$ cat src/rtl/chess_clock_ctrl_if.sv
// rtl/chess_clock_ctrl_if.sv - command/status bundle between move logic, datapath and the chess clock sequencer
interface chess_clock_ctrl_if;
    logic       start;
    logic       pause_toggle;
    logic       move_valid;
    logic       move_side;
    logic [9:0] time_white;
    logic [9:0] time_black;
    logic       load_clocks;
    logic       dec_white;
    logic       dec_black;
    logic       side_to_move;
    logic       running;
    logic       game_over;
    logic [1:0] winner;
    logic       move_accept;
    logic       move_reject;

    // master drives commands and time values, slave is the sequencer
    modport master (
        output start, pause_toggle, move_valid, move_side, time_white, time_black,
        input  load_clocks, dec_white, dec_black, side_to_move, running,
               game_over, winner, move_accept, move_reject
    );

    modport slave (
        input  start, pause_toggle, move_valid, move_side, time_white, time_black,
        output load_clocks, dec_white, dec_black, side_to_move, running,
               game_over, winner, move_accept, move_reject
    );
endinterface

$ cat src/rtl/chess_clock_ctrl.sv
// rtl/chess_clock_ctrl.sv - two-sided chess clock sequencer: 1 Hz tick, turn steering, pause, flag fall
module chess_clock_ctrl #(
    parameter int TICK_CYCLES = 100000000
) (
    input  logic                clk,
    input  logic                rst,
    chess_clock_ctrl_if.slave   bus
);

    localparam int PW = (TICK_CYCLES > 2) ? $clog2(TICK_CYCLES) : 1;
    localparam logic [PW-1:0] PRESC_LAST = PW'(TICK_CYCLES - 1);

    localparam logic [1:0] WIN_NONE  = 2'b00;
    localparam logic [1:0] WIN_WHITE = 2'b01;
    localparam logic [1:0] WIN_BLACK = 2'b10;

    typedef enum logic [1:0] {
        IDLE   = 2'd0,
        RUN    = 2'd1,
        PAUSED = 2'd2,
        OVER   = 2'd3
    } state_t;

    state_t        state;
    logic [PW-1:0] presc;
    logic          load_clocks;
    logic          dec_white;
    logic          dec_black;
    logic          side_to_move;
    logic          running;
    logic          game_over;
    logic [1:0]    winner;
    logic          move_accept;
    logic          move_reject;

    logic [9:0]    active_time;
    logic          flag_fall;
    logic          move_ok;

    // only the side whose clock is running can flag
    assign active_time = side_to_move ? bus.time_black : bus.time_white;
    assign flag_fall   = (active_time == 10'd0);
    assign move_ok     = bus.move_valid && (bus.move_side == side_to_move);

    always_ff @(posedge clk or posedge rst) begin
        if (rst) begin
            state        <= IDLE;
            presc        <= '0;
            load_clocks  <= 1'b0;
            dec_white    <= 1'b0;
            dec_black    <= 1'b0;
            side_to_move <= 1'b0;
            running      <= 1'b0;
            game_over    <= 1'b0;
            winner       <= WIN_NONE;
            move_accept  <= 1'b0;
            move_reject  <= 1'b0;
        end else begin
            load_clocks <= 1'b0;
            dec_white   <= 1'b0;
            dec_black   <= 1'b0;
            move_accept <= 1'b0;
            move_reject <= 1'b0;

            if (bus.start) begin
                state        <= RUN;
                presc        <= '0;
                load_clocks  <= 1'b1;
                side_to_move <= 1'b0;
                running      <= 1'b1;
                game_over    <= 1'b0;
                winner       <= WIN_NONE;
            end else begin
                unique case (state)
                    RUN: begin
                        if (flag_fall) begin
                            state       <= OVER;
                            running     <= 1'b0;
                            game_over   <= 1'b1;
                            winner      <= side_to_move ? WIN_WHITE : WIN_BLACK;
                            move_reject <= bus.move_valid;
                        end else begin
                            if (bus.pause_toggle) begin
                                state   <= PAUSED;
                                running <= 1'b0;
                            end
                            if (move_ok) begin
                                // restarting the second for the new side swallows any tick due now
                                move_accept  <= 1'b1;
                                side_to_move <= ~side_to_move;
                                presc        <= '0;
                            end else begin
                                move_reject <= bus.move_valid;
                                // the pausing cycle does not count, so a resume continues at the same point
                                if (!bus.pause_toggle) begin
                                    if (presc == PRESC_LAST) begin
                                        presc     <= '0;
                                        dec_white <= ~side_to_move;
                                        dec_black <= side_to_move;
                                    end else begin
                                        presc <= presc + 1'b1;
                                    end
                                end
                            end
                        end
                    end
                    PAUSED: begin
                        if (bus.pause_toggle) begin
                            state   <= RUN;
                            running <= 1'b1;
                        end
                        move_reject <= bus.move_valid;
                    end
                    default: begin
                        move_reject <= bus.move_valid;
                    end
                endcase
            end
        end
    end

    assign bus.load_clocks  = load_clocks;
    assign bus.dec_white    = dec_white;
    assign bus.dec_black    = dec_black;
    assign bus.side_to_move = side_to_move;
    assign bus.running      = running;
    assign bus.game_over    = game_over;
    assign bus.winner       = winner;
    assign bus.move_accept  = move_accept;
    assign bus.move_reject  = move_reject;

endmodule

$ cat src/flat_wrapper.sv
// flat-port wrapper written by rule: the top's interface ports become plain ports
module chess_clock_ctrl_flat 
#(
    parameter int TICK_CYCLES = 100000000
)
  (clk, rst, bus_start, bus_pause_toggle, bus_move_valid, bus_move_side, bus_time_white, bus_time_black, bus_load_clocks, bus_dec_white, bus_dec_black, bus_side_to_move, bus_running, bus_game_over, bus_winner, bus_move_accept, bus_move_reject);
  chess_clock_ctrl_if bus_i ();
  input  logic clk;
  input  logic rst;
  input wire logic [$bits(bus_i.start)-1:0] bus_start;
  input wire logic [$bits(bus_i.pause_toggle)-1:0] bus_pause_toggle;
  input wire logic [$bits(bus_i.move_valid)-1:0] bus_move_valid;
  input wire logic [$bits(bus_i.move_side)-1:0] bus_move_side;
  input wire logic [$bits(bus_i.time_white)-1:0] bus_time_white;
  input wire logic [$bits(bus_i.time_black)-1:0] bus_time_black;
  output wire logic [$bits(bus_i.load_clocks)-1:0] bus_load_clocks;
  output wire logic [$bits(bus_i.dec_white)-1:0] bus_dec_white;
  output wire logic [$bits(bus_i.dec_black)-1:0] bus_dec_black;
  output wire logic [$bits(bus_i.side_to_move)-1:0] bus_side_to_move;
  output wire logic [$bits(bus_i.running)-1:0] bus_running;
  output wire logic [$bits(bus_i.game_over)-1:0] bus_game_over;
  output wire logic [$bits(bus_i.winner)-1:0] bus_winner;
  output wire logic [$bits(bus_i.move_accept)-1:0] bus_move_accept;
  output wire logic [$bits(bus_i.move_reject)-1:0] bus_move_reject;
  assign bus_i.start = bus_start;
  assign bus_i.pause_toggle = bus_pause_toggle;
  assign bus_i.move_valid = bus_move_valid;
  assign bus_i.move_side = bus_move_side;
  assign bus_i.time_white = bus_time_white;
  assign bus_i.time_black = bus_time_black;
  assign bus_load_clocks = bus_i.load_clocks;
  assign bus_dec_white = bus_i.dec_white;
  assign bus_dec_black = bus_i.dec_black;
  assign bus_side_to_move = bus_i.side_to_move;
  assign bus_running = bus_i.running;
  assign bus_game_over = bus_i.game_over;
  assign bus_winner = bus_i.winner;
  assign bus_move_accept = bus_i.move_accept;
  assign bus_move_reject = bus_i.move_reject;
  chess_clock_ctrl #(.TICK_CYCLES(TICK_CYCLES)) u_core (.clk(clk), .rst(rst), .bus(bus_i));
endmodule
$ cat config.mk
export PLATFORM = sky130hd
export DESIGN_NAME = chess_clock_ctrl_flat
export DESIGN_NICKNAME = d
export VERILOG_FILES = /design/src/rtl/chess_clock_ctrl_if.sv /design/src/rtl/chess_clock_ctrl.sv /design/src/flat_wrapper.sv
export SDC_FILE = /design/constraint.sdc
export NUM_CORES = 1
export LEC_CHECK = 0
export ABC_AREA = 0
export BUFFER_PORTS_ARGS = -buffer_cell sky130_fd_sc_hd__buf_2
export CORE_UTILIZATION = 45
export CTS_CLUSTER_SIZE = 14
export DETAILED_ROUTE_END_ITERATION = 8
export MAX_ROUTING_LAYER = met4
export PLACE_DENSITY = 0.66
export REMOVE_ABC_BUFFERS = 1
export SYNTH_ARGS = -nofsm -noshare
export SYNTH_HDL_FRONTEND = slang
export SYNTH_SLANG_ARGS = --single-unit
$ cat constraint.sdc
create_clock -name clk -period 2.4 [get_ports clk]
set_input_delay 0.12 -clock clk [delete_from_list [all_inputs] [get_ports clk]]
set_output_delay 0.12 -clock clk [all_outputs]
set_load 0.005 [all_outputs]
* Yosys cells after proc, flatten, opt, wreduce, memory -nomap -nowiden *
Index checks and enable logic that the tools add are counted.

operators by class
  muxes and demuxes = 49
  equality and inequality tests = 8
  add/subtract/negate cells = 1
  bitwise logic cells = 1
  reductions and logical operators = 10

operators by type and width
  operator                 count
  $mux W27                 6
  $mux W1                  32
  $add A27 B1 Y27 const B  1
  $eq A27 B27 Y1 const B   1
  $mux W2                  8
  $logic_not A10 Y1        1
  $mux W10                 1
  $reduce_and A3 Y1        3
  $reduce_bool A2 Y1       3
  $ne A4 B3 Y1 const B     1
  $pmux W2 S2              1
  $ne A3 B2 Y1 const B     1
  $ne A3 B3 Y1 const B     1
  $reduce_bool A3 Y1       1
  $eq A2 B1 Y1 const B     1
  $eq A2 B2 Y1 const B     1
  $ne A2 B2 Y1 const B     1
  $pmux W1 S2              1
  $reduce_and A2 Y1        1
  $eq A1 B1 Y1             1
  $logic_and A1 B1 Y1      1
  $not A1 Y1               1

word-level totals
  logic and storage cells = 80
  bits in registers = 39
  bits of input ports = 26

* Depth between registers and ports, before layout *
  word-level depth = 7
  mapped depth = 8
  mapped depth without buffers = 6

* Least setup slack after synthesis *
OpenSTA, ideal clock, no wires.

  path type = register to register
  start = reg u_core.presc[0]
  end = reg u_core.presc[14]
  buffers on the path = 2
  slack = 0.319 ns
  stages on the path, launching flop included = 9
  library setup time = 0.121 ns
  arrival = 1.960 ns
  cells stage by stage = dfrtp_1 > ha_1 > and4_2 > clkbuf_1 > nand4_1 > o21ai_1 > buf_2 > o21ai_0 > a22o_1

between the ends
  cells in the longest elaborated chain, start to end = 7
  elaborated cells on any way between the ends = 8

ends and longest elaborated chain
  element                                            line                                             RTL
  start, declared                                    chess_clock_ctrl.sv:25                           logic [PW-1:0] presc;
  start signal, assigned                             chess_clock_ctrl.sv:101                          presc <= presc + 1'b1;
  $add A27 B1 Y27 or $eq A27 B27 Y1 (tied branches)  chess_clock_ctrl.sv:101, chess_clock_ctrl.sv:96
  $mux W27 (*)                                       chess_clock_ctrl.sv:96                           if (presc == PRESC_LAST) begin
  $mux W27 (*)                                       chess_clock_ctrl.sv:95                           if (!bus.pause_toggle) begin
  $mux W27 (*)                                       chess_clock_ctrl.sv:87                           if (move_ok) begin
  $mux W27 (*)                                       chess_clock_ctrl.sv:76                           if (flag_fall) begin
  $mux W27 (*)                                       chess_clock_ctrl.sv:74                           unique case (state)
  $mux W27 (*)                                       chess_clock_ctrl.sv:65                           if (bus.start) begin

Mark *: on every way between the ends. The rest lies on a longest branch, timed or not. The select of a mux whose other input is x is not followed.
A chain may end at the register's enable or synchronous reset.

* Final worst setup path *
  start = reg u_core.presc[8]
  end = reg u_core.presc[5]

between the ends
  cells in the longest elaborated chain, start to end = 7

ends and longest elaborated chain
  element         line
  $eq A27 B27 Y1  chess_clock_ctrl.sv:96
  $mux W27        chess_clock_ctrl.sv:96
  $mux W27        chess_clock_ctrl.sv:95
  $mux W27        chess_clock_ctrl.sv:87
  $mux W27        chess_clock_ctrl.sv:76
  $mux W27        chess_clock_ctrl.sv:74
  $mux W27        chess_clock_ctrl.sv:65

No other way between the ends. The select of a mux whose other input is x is not followed.

==> flow_metrics.tcl <==
set metrics [dict create \
    gp_congestion 0.852 \
    die_w_um 72.0 \
    grt.total_usage 0.230 \
    endpoint_kind "register" \
    drive_gt1_frac 0.215 \
    first_iter_violations 90 \
    p_int_mw 0.950 \
    ys_seq_area_frac 0.443 \
    async_reset_ff_frac 1.00 \
    firstDrtPassIters 4 \
    fin_tns_setup_ps 0 \
    n_antenna_cell 0 \
    critical_path_class "reg2reg" \
    report.final.slew_viol_count 0 \
    clkPwrFrac 0.330 \
    start_util 0.467 \
    row_count 25 \
    path_delay_family "simple AND/OR/NAND/NOR gates" \
    leakage_nw 1.17 \
    hold_class "in2reg" \
    place.port_buffers 35 \
    worst_ep_arrival_time_ps 2310 \
    slew_headroom 0.466 \
    cts.reportedPaths.clkPinSlew_ps 70 \
    slowest_delay_ps 470 \
    clock_tree.buffer_depth 2 \
    largestRegisters "u_core.presc (27), u_core.bus.winner (2), u_core.state (2)" \
    drc_errors 0 \
    syn_to_final_growth_pct 17.5 \
    chipHeight_um 72.0 \
    synth_seq_cells 39 \
    dieArea_um2 5180 \
    grt_pass1_vias 1909 \
    grt_pass1_wl_um 8970 \
    clock.fmax_ghz 0.464 \
    io_pins 36 \
    min_period_over_period 0.898 \
    cpMaxStageDelayCell "nor4b_1" \
    ys_types 50 \
    core-area_um2 4720 \
    yosysMostFrequentCell "dfrtp_1" \
    cts_num_sinks 39 \
    powerDensity_nw_per_um2 503 \
    avgSynthCellArea_um2 9.00 \
    p_switching_mw 0.354 \
    syn_inst 245 \
    overflow 0 \
    min_period_ps 2150 \
    cts_inserted_buffers 5 \
    clock_skew_ps 4.69 \
    drv_cap 0 \
    yosys-top-cells-count "dfrtp_1, nor2_1, nand2_1, nand3_1, a31oi_1" \
    critPathBufInv 1 \
    synthFlopType "dfrtp_1" \
    ant_nets 0 \
    worstMarginPinSlew_ps 799 \
    synth_top_cell_area_share 0.443 \
    htree_levels 2 \
    critical_path.cell_chain "nor4b_1 > nand4_1 > o21a_1 > buf_4 > a31oi_1 > a31oi_1" \
    required_ps 2550 \
    seqPwrFrac 0.540 \
    combPwrFrac 0.130 \
    post-route-util 0.549 \
    crit_top_cell "a31oi_1" \
    r2r_slack_ps 250 \
    hold_viol 0 \
    finalSetupViolations 0 \
    dp_hpwl_um 3860 \
    viasPerCell 5.93 \
    outcome "finished clean" \
    yosys-top-cells-area "dfrtp_1, nor2_1, nand3_1" \
    vias 2112 \
    fin_nets 315 \
    synth_area_um2 2200 \
    crit_fanout 12 \
    ir_drop_uv 210 \
    yosysTopAreaCell "dfrtp_1" \
    top_register "u_core.presc" \
    synth_enable_flop_cells 0 \
    ys_warn_count 0 \
    clockRootBuffer "clkbuf_8" \
    post_cts_buffers 0 \
    cts_tree "done" \
    finalWirelength_um 5440 \
    switching_share 0.272 \
    clock_latency_ps 290 \
    grt_max_degree 40 \
    antenna_found_initial 0 \
    routedWlPerCell_um 15.3 \
    largest_reg_flops 27 \
    rsz0062_at_grt "false" \
    setup.worst_path.start_class "register" \
]
## cells by family (layout without fill, tap and decap cells)
logic type | Yosys count | count (layout) | share of synthesized area
AOI/OAI and AO/OA | 61 | 61 | 0.200
xor gates and xnor gates | 2 | 2 | 0.00795
adders and majority gates | 1 | 1 | 0.00567
buffers and inverters | 22 | 66 | 0.0403
DFF | 39 | 39 | 0.443
muxes | 3 | 3 | 0.0136
and+or+nand+nor | 117 | 117 | 0.289
## stage by stage
step | worst slack (ps) | cells | cell area [µm²] | hold WS [ps] | total power [mW]
4_1_cts | 186 | 356 | 2590 | 65.8 | 1.32
6_report | 245 | 356 | 2590 | 66.2 | 1.30
3_5_place_dp | 218 | 347 | 2500 | 271 | 0.885
3_3_place_gp | 290 | 347 | 2500 | 271 | 0.881
2_1_floorplan | 3.16 | 234 | 2160 | 151 | 0.806
5_1_grt | 45.9 | 356 | 2590 | 70.2 | 1.37
## layout by cell type (no fill, tap or decap), drive strengths merged, types with 3 or more instances in the layout
cell type  instances
buf               46
dfrtp             39
nor2              24
nand2             18
nand3             18
a31oi             13
nor3              12
inv               11
nand4             11
o21ai              9
a21oi              8
nor4               7
and4               7
clkbuf             7
o211a              5
nor2b              4
a22o               4
o2bb2ai            4
or3                4
mux2i              3
a221o              3
and2               3
## repair_timing
item	in CTS	in global routing
endpoints found under the setup margin	0	2
gates resized for setup	0	1
hold buffers	1	0
hold endpoints to repair	39	0
## final timing paths
path                                            from                      to  cells past startpoint
worst max-delay path                 u_core.presc[8]         u_core.presc[5]                      6
worst min-delay path                       bus_start  u_core.bus.load_clocks                      1
worst max register to register       u_core.presc[8]         u_core.presc[5]                      6
worst min register to register  u_core.bus.game_over    u_core.bus.game_over                      2
max in group asynchronous                        rst         u_core.presc[7]                      4
min in group asynchronous                        rst        u_core.presc[22]                      4
## area by class of cell
class / instances / area (µm²)
Multi-Input combinational cell: 184 / 1140
Clock buffer: 7 / 76.3
Fill cell: 445 / 2130
Timing Repair Buffer: 47 / 268
Tap cell: 67 / 83.8
Clock inverter: 1 / 5.00
Inverter: 11 / 41.3
Sequential cell: 39 / 976
## per-layer routing
metal	GRT usage	vias to the layer above	wire, µm	part of all wire
li1	-	1019	-	-
met1	0.286	1005	2470	0.45
met2	0.369	75	2530	0.46
met3	0.0472	13	319	0.059
met4	0.0937	0	121	0.022
met5	-	-	0	0
## power groups by stage
stage	Sequential, mW	Combinational, mW	Clock, mW
6_report	0.704	0.170	0.430
5_1_grt	0.708	0.190	0.470
4_1_cts	0.704	0.171	0.442
3_5_place_dp	0.716	0.169	0
3_3_place_gp	0.715	0.166	0
2_1_floorplan	0.712	0.0944	0
Note: power is estimated with default switching activity, not from simulation.
